<file path="config.mk">
export PLATFORM = sky130hd
export DESIGN_NAME = fpu_seq
export DESIGN_NICKNAME = d
export VERILOG_FILES = /design/src/rtl/fpu_seq.sv
export SDC_FILE = /design/constraint.sdc
export NUM_CORES = 1
export LEC_CHECK = 0
export BUFFER_PORTS_ARGS = -buffer_cell sky130_fd_sc_hd__buf_2
export CAP_MARGIN = 20
export CORE_UTILIZATION = 35
export DETAILED_ROUTE_END_ITERATION = 6
export GPL_TIMING_DRIVEN = 0
export SYNTH_ARGS = -nofsm -noshare
export SYNTH_HDL_FRONTEND = slang
export SYNTH_SLANG_ARGS = --single-unit
</file>
<file path="constraint.sdc">
create_clock -name clk -period 1.9 [get_ports clk]
set_input_delay 0.19 -clock clk [delete_from_list [all_inputs] [get_ports clk]]
set_output_delay 0.19 -clock clk [all_outputs]
set_load 0.05 [all_outputs]
</file>
<file path="src/rtl/fpu_seq.sv">
// fpu_seq: multicycle sequencer for the shared single-precision FPU datapath.
// A start pulse with an opcode walks the datapath through load, align,
// add/mul, normalize, round and writeback, one strobe per cycle.
//
// Ports:
//   clk, reset          clock; asynchronous active-high reset
//   start, op[1:0]      request and opcode (00 add, 01 sub, 10 mul, 11 illegal)
//   exp_diff[7:0]       |expA-expB|, valid in PREP
//   swap_req            operand B has larger magnitude, valid in PREP
//   mant_ovf            mantissa carry-out, valid in NCHK
//   lead_zeros[4:0]     leading-zero count, valid in NCHK (31 = zero mantissa)
//   busy                sequencer is not idle
//   ld_ops .. round_en  per-cycle datapath strobes
//   fpu_we, illegal     writeback qualifiers
//   done                one-cycle completion pulse
module fpu_seq #(
    parameter int unsigned MUL_CYCLES = 24,
    parameter int unsigned ALIGN_MAX  = 26
) (
    input  logic       clk,
    input  logic       reset,
    input  logic       start,
    input  logic [1:0] op,
    input  logic [7:0] exp_diff,
    input  logic       swap_req,
    input  logic       mant_ovf,
    input  logic [4:0] lead_zeros,
    output logic       busy,
    output logic       ld_ops,
    output logic       swap,
    output logic       flush,
    output logic       shift_r_en,
    output logic       add_en,
    output logic       sub_mode,
    output logic       mul_en,
    output logic       norm_r_en,
    output logic       norm_l_en,
    output logic       zero_res,
    output logic       round_en,
    output logic       fpu_we,
    output logic       illegal,
    output logic       done
);

    localparam int unsigned CW = 5;
    localparam logic [CW-1:0] MUL_LOAD  = CW'(MUL_CYCLES - 1);
    localparam logic [7:0]    ALIGN_LIM = 8'(ALIGN_MAX);
    localparam logic [4:0]    LZ_ZERO   = 5'd31;

    localparam logic [1:0] OP_SUB = 2'b01;
    localparam logic [1:0] OP_MUL = 2'b10;
    localparam logic [1:0] OP_ILL = 2'b11;

    typedef enum logic [3:0] {
        S_IDLE,
        S_LOAD,
        S_PREP,
        S_ALIGN,
        S_ADD,
        S_MUL,
        S_NCHK,
        S_NORM,
        S_ROUND,
        S_WB
    } state_t;

    state_t         state;
    logic [1:0]     op_q;
    logic [CW-1:0]  cnt;

    // State, captured opcode and shared down-counter (align / mul / normalize)
    always_ff @(posedge clk or posedge reset) begin
        if (reset) begin
            state <= S_IDLE;
            op_q  <= 2'b00;
            cnt   <= '0;
        end else begin
            case (state)
                S_IDLE: begin
                    if (start) begin
                        op_q  <= op;
                        state <= S_LOAD;
                    end
                end
                S_LOAD: begin
                    if (op_q == OP_ILL) begin
                        state <= S_WB;
                    end else if (op_q == OP_MUL) begin
                        cnt   <= MUL_LOAD;
                        state <= S_MUL;
                    end else begin
                        state <= S_PREP;
                    end
                end
                S_PREP: begin
                    // Zero difference needs no shift; huge difference flushes
                    if (exp_diff == 8'd0 || exp_diff >= ALIGN_LIM) begin
                        state <= S_ADD;
                    end else begin
                        cnt   <= CW'(exp_diff - 8'd1);
                        state <= S_ALIGN;
                    end
                end
                S_ALIGN: begin
                    if (cnt == '0) state <= S_ADD;
                    else           cnt   <= cnt - CW'(1);
                end
                S_ADD: state <= S_NCHK;
                S_MUL: begin
                    if (cnt == '0) state <= S_NCHK;
                    else           cnt   <= cnt - CW'(1);
                end
                S_NCHK: begin
                    if (mant_ovf || lead_zeros == LZ_ZERO || lead_zeros == 5'd0) begin
                        state <= S_ROUND;
                    end else begin
                        cnt   <= CW'(lead_zeros - 5'd1);
                        state <= S_NORM;
                    end
                end
                S_NORM: begin
                    if (cnt == '0) state <= S_ROUND;
                    else           cnt   <= cnt - CW'(1);
                end
                S_ROUND: state <= S_WB;
                S_WB:    state <= S_IDLE;
                default: state <= S_IDLE;
            endcase
        end
    end

    // Strobes are decodes of the current state so a reset clears them at once
    assign busy       = (state != S_IDLE);
    assign ld_ops     = (state == S_LOAD);
    assign swap       = (state == S_PREP) && swap_req;
    assign flush      = (state == S_PREP) && (exp_diff >= ALIGN_LIM);
    assign shift_r_en = (state == S_ALIGN);
    assign add_en     = (state == S_ADD);
    assign sub_mode   = busy && (op_q == OP_SUB);
    assign mul_en     = (state == S_MUL);
    assign norm_r_en  = (state == S_NCHK) && mant_ovf;
    assign zero_res   = (state == S_NCHK) && !mant_ovf && (lead_zeros == LZ_ZERO);
    assign norm_l_en  = (state == S_NORM);
    assign round_en   = (state == S_ROUND);
    assign done       = (state == S_WB);
    assign fpu_we     = (state == S_WB) && (op_q != OP_ILL);
    assign illegal    = (state == S_WB) && (op_q == OP_ILL);

endmodule

</file>
### Word level (Yosys, flattened, before mapping)

Index checks and enable logic that the tools add are counted.

* order comparisons: 1
* mux-type cells: 15
* equal/unequal tests: 23
* add/sub/neg operators: 3
* reductions and logical operators: 22

Operators by type and width (count)
* one-hot mux 4 bit (9 select lines): 1
* 2-to-1 mux 5 bit: 5
* 2-to-1 mux 4 bit: 6
* one-hot mux 5 bit (4 select lines): 1
* == test 4 x 3 -> 1 bit (second input constant): 4
* subtractor 5 x 1 -> 5 bit (second input constant): 3
* != test 2 bit (second input constant): 6
* zero test 5 bit: 2
* == test 4 x 2 -> 1 bit (second input constant): 2
* == test 4 bit (second input constant): 2
* greater-or-equal comparator 8 x 5 -> 1 bit (second input constant): 1
* logical AND 1 bit: 8
* zero test 8 bit: 1
* != test 2 x 1 -> 1 bit (second input constant): 4
* nonzero test 4 bit: 2
* 2-to-1 mux 3 bit: 2
* AND reduction 6 bit: 1
* == test 5 bit (second input constant): 1
* == test 2 bit (second input constant): 2
* == test 4 x 1 -> 1 bit (second input constant): 1
* zero test 4 bit: 1
* AND reduction 4 bit: 1
* logical OR 1 bit: 3
* OR reduction 3 bit: 1
* 3 further kinds: 3

* input port bits: 20
* register bits after elaboration: 11
* output and inout bits: 15
* logic and storage cells: 67

### Logic depth before layout (Yosys ltp)

Gate-level depths: netlist of the first run.

* depth in word-level cells: 5
* mapped depth: 8
* gate-level depth less buffers: 7

### Worst setup path after synthesis of the first run

No wires, ideal clock.

* kind: register to register
* from: register state[2]
* to: register state[3]
* stages on the path, launching flop included: 6
* arrival: 2.109 ns
* required time: 1.821 ns
* buffers on the path: 1
* slack: -0.288 ns
* cells stage by stage: dfrtp_1 > clkbuf_1 > nand2b_1 > nor3_1 > a21oi_1 > a21oi_1

RTL lines
* from (decl): line 67 `state_t state;`
* from (signal assigned): line 74 `state <= S_IDLE;`
* from (signal assigned): line 82 `state <= S_LOAD;`
* from (signal assigned): line 87 `state <= S_WB;`
* == test 4 bit
* named net round_en: line 39 `output logic round_en,`
* one-hot mux 4 bit (9 select lines): line 78 `case (state)`

The timed path passes the listed nets, and every way through them passes these cells.
A chain may end at the register's enable or synchronous reset.

### Final worst setup path of the first run

* from: register state[2]
* to: output port fpu_we

* longest elaborated chain between the ends: 2

Ends and longest elaborated chain
* == test 4 bit: line 146 `assign fpu_we = (state == S_WB) && (op_q != OP_ILL);`
* logical AND 1 bit: line 146
* to (decl): line 40 `output logic fpu_we,`

Every way passes these cells.

==> flow_summary.yaml, run 1 <==
outcome:
  status: "finished with violations"
  violations: "negative setup slack"
drt:
  routedWlPerCell_um: 12.76
  drtPass1Iterations: 5
  vias: 1133
  drt_iter0_drc: 48
  drc: 0
  wl_mm: 2.564
  via_per_inst: 5.637
  ant_nets: 0
critical_path:
  r2r_end: "cnt[4]"
  worst-r2r-cell-count: 7
  crit_fanout: 10
  path_cells: "buf_4, clkbuf_4, nand2b_1, or2_4, a21oi_2, buf_6"
  endpoint_kind: "output port"
  slowest_delay_ns: 0.45
  critPathLaunch: "state[2]"
  critPathArrivalTime_ns: 1.76
  reg2reg_from: "state[2]"
  required_ns: 1.71
  criticalPathCategory: "register to output port"
  crit_slowest_cell: "dfrtp_2"
  worstSetupStartpointType: "register"
  reg2reg_slack_ns: -0.04
place:
  post-place-ws_ns: -0.2599
  dp_hpwl_mm: 1.984
  port_buffers: 34
  gp_congestion: 0.8724
  dpl-instance-area_um2: 1191
sta:
  finClkSkew_ns: 0.004075
  slew_violations: 0
  hold_slack_ns: 0.1494
  setup_tns_ns: -0.1428
  slew_headroom_pct: 66.44
  finalCritPeriodShare_pct: 102.7
  hold_violations: 0
  grt_setup_unrepaired: "true"
  finalWorstSetupSlack_ns: -0.05113
  fmax_ghz: 0.5125
  finalSetupViolCount: 4
  fin_crit_ns: 1.951
  worst_pin_slew_ns: 0.5035
cts:
  cts-root-buf: "clkbuf_4"
  cts_tree: "yes"
  insertion_delay_ns: 0.26
  clock_sinks: 11
  clkSlewWorstSetupHoldPaths_ns: 0.06
  max-clock-path-buffers: 2
  numCtsBuffers: 3
  htreeDepth: 1
min_path:
  min_to: "op_q[1]"
  hold_class: "input pin to register"
  hold_path.startpoint: "op[1]"
  whs_path_depth: 2
synth:
  synth-seq-area-share_pct: 28.72
  synthAdderAreaFrac_pct: 1.305
  synth-xor-area-share_pct: 2.742
  synthDistinctLibCells: 41
  netlist.area_leader.share_pct: 28.72
  synthSimpleGateAreaFrac_pct: 30.81
  avgSynthCellArea_um2: 7.667
  synthArstFlopShare_pct: 100.0
  syn_area_um2: 958.4
  synthTopCellsByCount: "nand2_1, nor2_1, a21oi_1"
  yosys_most_used_dff: "dfrtp_1"
  synth_fp_nets: 146
  synth_top_family_by_area: "simple AND/OR/NAND/NOR gates"
  synthMuxAreaShare_pct: 6.005
  ys_ff_latch: 11
  syn_inst: 125
  yosysTopAreaCell: "dfrtp_1"
  ys_warn_count: 0
  synth_edf_count: 0
  synthTopCellsByArea: "dfrtp_1, a21oi_1, nand2_1"
  synth-compound-area-share_pct: 24.67
floorplanning:
  start_util_pct: 38.00
  core_um2: 2522
  die_h_um: 54.33
  dieArea_um2: 2952
  die_w_um: 54.33
  ios: 35
  num_rows: 18
global_routing:
  antenna_found_initial: 0
  overflow: 0
  track_usage_pct: 18.60
  gr-max-usage-layer: "met2"
  grt_use_met1_pct: 25.51
  grt_pass1_wl_mm: 4.050
  met2_usage_pct: 30.89
  grt_pass1_vias: 945
  gr-usage-met3_pct: 0.8333
  grt_max_degree: 12
power_and_ir_drop:
  ir_drop_mv: 1.008
  power_density_nw_per_um2: 1979
  p_leak_nw: 0.6251
cells_and_area:
  flow.area_growth_from_synthesis_pct: 40.47
  n_antenna_cell: 0
  register_area_um2: 280.3
  drive_above_1_share_pct: 40.35
  fin_area_um2: 1346
  multi_input_area_um2: 679.4
  nets: 193
  fillCellCount: 242
flow_run:
  drv_cap: 0
[stage by stage]
stage	utilization (%)	std cells	total power, mW
floorplan	-	125	1.915
global placement	47.22	189	2.254
detailed placement	47.22	189	2.279
CTS	51.14	199	2.573
global route	53.37	201	2.901
finish	53.37	201	2.665
[power breakdown]
part           switching (mW)  total [mW]  internal (mW)
Combinational            1.14        1.98          0.848
Clock                  0.0669       0.148         0.0809
Sequential              0.164       0.532          0.368
Total                    1.37        2.66           1.30
[kinds of logic (layout without fill, tap and decap cells)]
logic type | Yosys count | in the layout
buffers and inverters | 12 | 58
xor gates and xnor gates | 3 | 3
muxes | 5 | 5
and+or+nand+nor | 58 | 58
AOI/OAI and AO/OA | 35 | 35
DFF | 11 | 11
adders and majority gates | 1 | 1
[worst max-delay path, delay by kind of cell, from the launching register on]
family | cells | cell delay, ns
AOI/OAI and AO/OA | 1 | 0.12
buffers and inverters | 3 | 0.49
DFF | 1 | 0.45
and+or+nand+nor | 2 | 0.46
[cells in the final DEF, fill, tap and decap left out, types with 4 or more instances in the layout]
cell and count:
a222oi_1 4, nor2_1 12, buf_2 29, buf_4 11, inv_1 5, clkbuf_4 6, nor3_1 7, a21oi_1 9
dfrtp_2 4, dfrtp_1 7, o21ai_0 4, nand2b_1 5, nand2_1 13
[worst max path at each step]
stage,to,slack [ns],cells past startpoint
floorplan,add_en,-0.16,3
finish,fpu_we,-0.05,6
CTS,cnt[4],-0.06,7
global route,cnt[4],-0.15,7
global placement,cnt[1],-0.22,6
detailed placement,cnt[1],-0.26,6
[routing by layer]
layer,vias up,wire length (µm)
li1,552,-
met1,543,1168
met2,34,1264
met3,4,110
met4,0,21
met5,-,0
[state kept, by name (all words and copies together), names as in the netlist]
signal and cells:
cnt 5, state 4, op_q 2
[what timing repair did]
| action | in CTS | in global routing |
|---|---|---|
| buffers inserted | 6 | 2 |
| resized for setup | 10 | 22 |
| endpoints found under the setup margin | 10 | 12 |
| hold buffers | 1 | 0 |
| hold endpoints to repair | 11 | 0 |
| pin swaps | 5 | 0 |
[layout make-up]
class                           count  area share [%]
Sequential cell                    11           20.82
Buffer                              6           2.788
Multi-Input combinational cell    102           50.46
Tap cell                           30           2.788
Inverter                            5           1.394
Clock buffer                        4           1.952
Timing Repair Buffer               43           19.80
Power figures use the tool's default switching activity.
==> run 2, diff against run 1 <==
--- a/config.mk
+++ b/config.mk
@@ -10,6 +10,7 @@
 export CORE_UTILIZATION = 35
 export DETAILED_ROUTE_END_ITERATION = 6
 export GPL_TIMING_DRIVEN = 0
+export SKIP_LAST_GASP = 1
 export SYNTH_ARGS = -nofsm -noshare
 export SYNTH_HDL_FRONTEND = slang
 export SYNTH_SLANG_ARGS = --single-unit
==> constraint.sdc (replaced) <==
create_clock -name clk -period 2.5 [get_ports clk]
set_input_delay 0.25 -clock clk [delete_from_list [all_inputs] [get_ports clk]]
set_output_delay 0.25 -clock clk [all_outputs]
set_load 0.05 [all_outputs]
==> flow_summary.yaml, run 2 (synthesized netlist as in run 1, its figures left out) <==
outcome:
  status: "completed"
critical_path:
  critPathArrivalTime_ns: 2.29
  required_ns: 2.64
  crit_fanout: 7
  criticalPathCategory: "register to register"
  endpoint_kind: "register"
  worstSetupStartpointType: "register"
floorplanning:
  start_util_pct: 38.00
  num_rows: 18
  die_w_um: 54.33
  dieArea_um2: 2952
  die_h_um: 54.33
  core_um2: 2522
  ios: 35
global_routing:
  grt_max_degree: 12
  overflow: 0
  track_usage_pct: 17.32
  grt_pass1_vias: 872
  grt_pass1_wl_mm: 3.781
  antenna_found_initial: 0
power_and_ir_drop:
  power_density_nw_per_um2: 1504
  swShare_pct: 52.87
  p_comb_share_pct: 73.1
  power.total_mw: 1.808
  clock_power_share_pct: 6.0
  p_leak_nw: 0.5737
  seqPwrFrac_pct: 20.9
  ir_drop_mv: 0.7054
  power.switching_mw: 0.9561
  intPower_mw: 0.8521
drt:
  via_per_inst: 5.433
  ant_nets: 0
  topRoutingLayerUsed: "met4"
  wl_met2_mm: 1.107
  drtPass1Iterations: 4
  drt-met1-wl_mm: 1.130
  vias: 1054
  drc: 0
  drt_iter0_drc: 46
  wl_mm: 2.367
  routedWlPerCell_um: 12.20
  wl_met3_um: 113
sta:
  finClkSkew_ns: 0.002614
  slew_violations: 0
  finalSetupViolCount: 0
  hold_violations: 0
  grt_setup_unrepaired: "false"
  fmax_ghz: 0.4646
  slew_headroom_pct: 62.10
  fin_crit_ns: 2.152
  setup_tns_ns: 0
  worst_pin_slew_ns: 0.5607
  finalCritPeriodShare_pct: 86.09
min_path:
  hold_class: "input pin to register"
cells_and_area:
  largest_reg_flops: 5
  flow.area_growth_from_synthesis_pct: 25.46
  n_antenna_cell: 0
  final_cell_mix: "buf_2, nor2_1, nand2_1, a21oi_1, dfrtp_1"
  nets: 186
  largest_registers: "cnt: 5 flops, state: 4 flops, op_q: 2 flops"
  layout_commonest_cell: "buf_2"
  fillCellCount: 273
  drive_above_1_share_pct: 26.22
  regMostFlops: "cnt"
place:
  port_buffers: 34
  dp_hpwl_mm: 1.932
  gp_congestion: 0.8837
cts:
  postCtsSetupRepairBufs: 0
  clkSlewWorstSetupHoldPaths_ns: 0.06
  cts_resized: 0
  numCtsBuffers: 3
  htreeDepth: 1
  clock_sinks: 11
  max-clock-path-buffers: 2
  insertion_delay_ns: 0.25
  cts_tree: "yes"
  cts-root-buf: "clkbuf_4"
flow_run:
  drv_cap: 0
-- run 2: per-layer routing --
| metal | vias to the layer above | global-route usage, % |
|---|---|---|
| met2 | 27 | 27.03 |
| met5 | - | 0 |
| met1 | 490 | 25.00 |
| met4 | 0 | 6.410 |
| li1 | 535 | - |
| met3 | 2 | 0.8333 |
-- run 2: power by group through the flow --
stage	Sequential [mW]	Combinational (mW)	Clock, mW
global placement	0.372	1.32	0
global route	0.396	1.47	0.121
CTS	0.374	1.32	0.114
detailed placement	0.378	1.32	0
floorplan	0.351	1.08	0
finish	0.378	1.32	0.109
-- run 2: area by class of cell --
type                       count  area (µm²)  share of cell area [%]
tap                           30       37.54                   3.122
multi-input combinational    102       628.1                   52.24
inverter                       5       18.77                   1.561
sequential                    11       275.3                   22.89
buffer                         7       36.28                   3.018
timing repair buffer          35       180.2                   14.98
clock buffer                   4       26.28                   2.185
-- run 2: worst paths after layout --
path                          start       to  slack, ns  depth (start not counted)
setup / recovery           state[3]   cnt[1]       0.35                          6
hold / removal                op[1]  op_q[1]       0.21                          2
setup reg to reg           state[3]   cnt[1]       0.35                          6
hold reg to reg              cnt[4]   cnt[4]       0.56                          1
max in group asynchronous     reset   cnt[4]       1.71                          3
min in group asynchronous     reset  op_q[0]       0.51                          3
-- run 2: critical path: stages (launching register included) --
cell	delay (ns)
dfrtp_1	0.45
nor4b_1	0.56
inv_1	0.16
o211a_1	0.28
and3_1	0.14
buf_2	0.15
mux2_4	0.29
-- run 2: through the flow --
stage | util [%] | setup slack [ns] | hold WS [ns] | instances | area [µm²]
after CTS | 47.67 | 0.3724 | 0.2062 | 194 | 1202
after floorplan | - | 0.2838 | 0.1024 | 125 | 958.4
after global routing | 47.67 | 0.1939 | 0.2153 | 194 | 1202
final | 47.67 | 0.3477 | 0.2085 | 194 | 1202
after global placement | 46.23 | 0.4092 | 0.2401 | 189 | 1166
after detailed placement | 46.23 | 0.3907 | 0.2464 | 189 | 1166
-- run 2: timing repair --
| item | 4_1_cts | 5_1_grt |
|---|---|---|
| hold buffers | 1 | 0 |
| setup endpoints to repair | 0 | 0 |
| endpoints found under the hold margin | 11 | 0 |
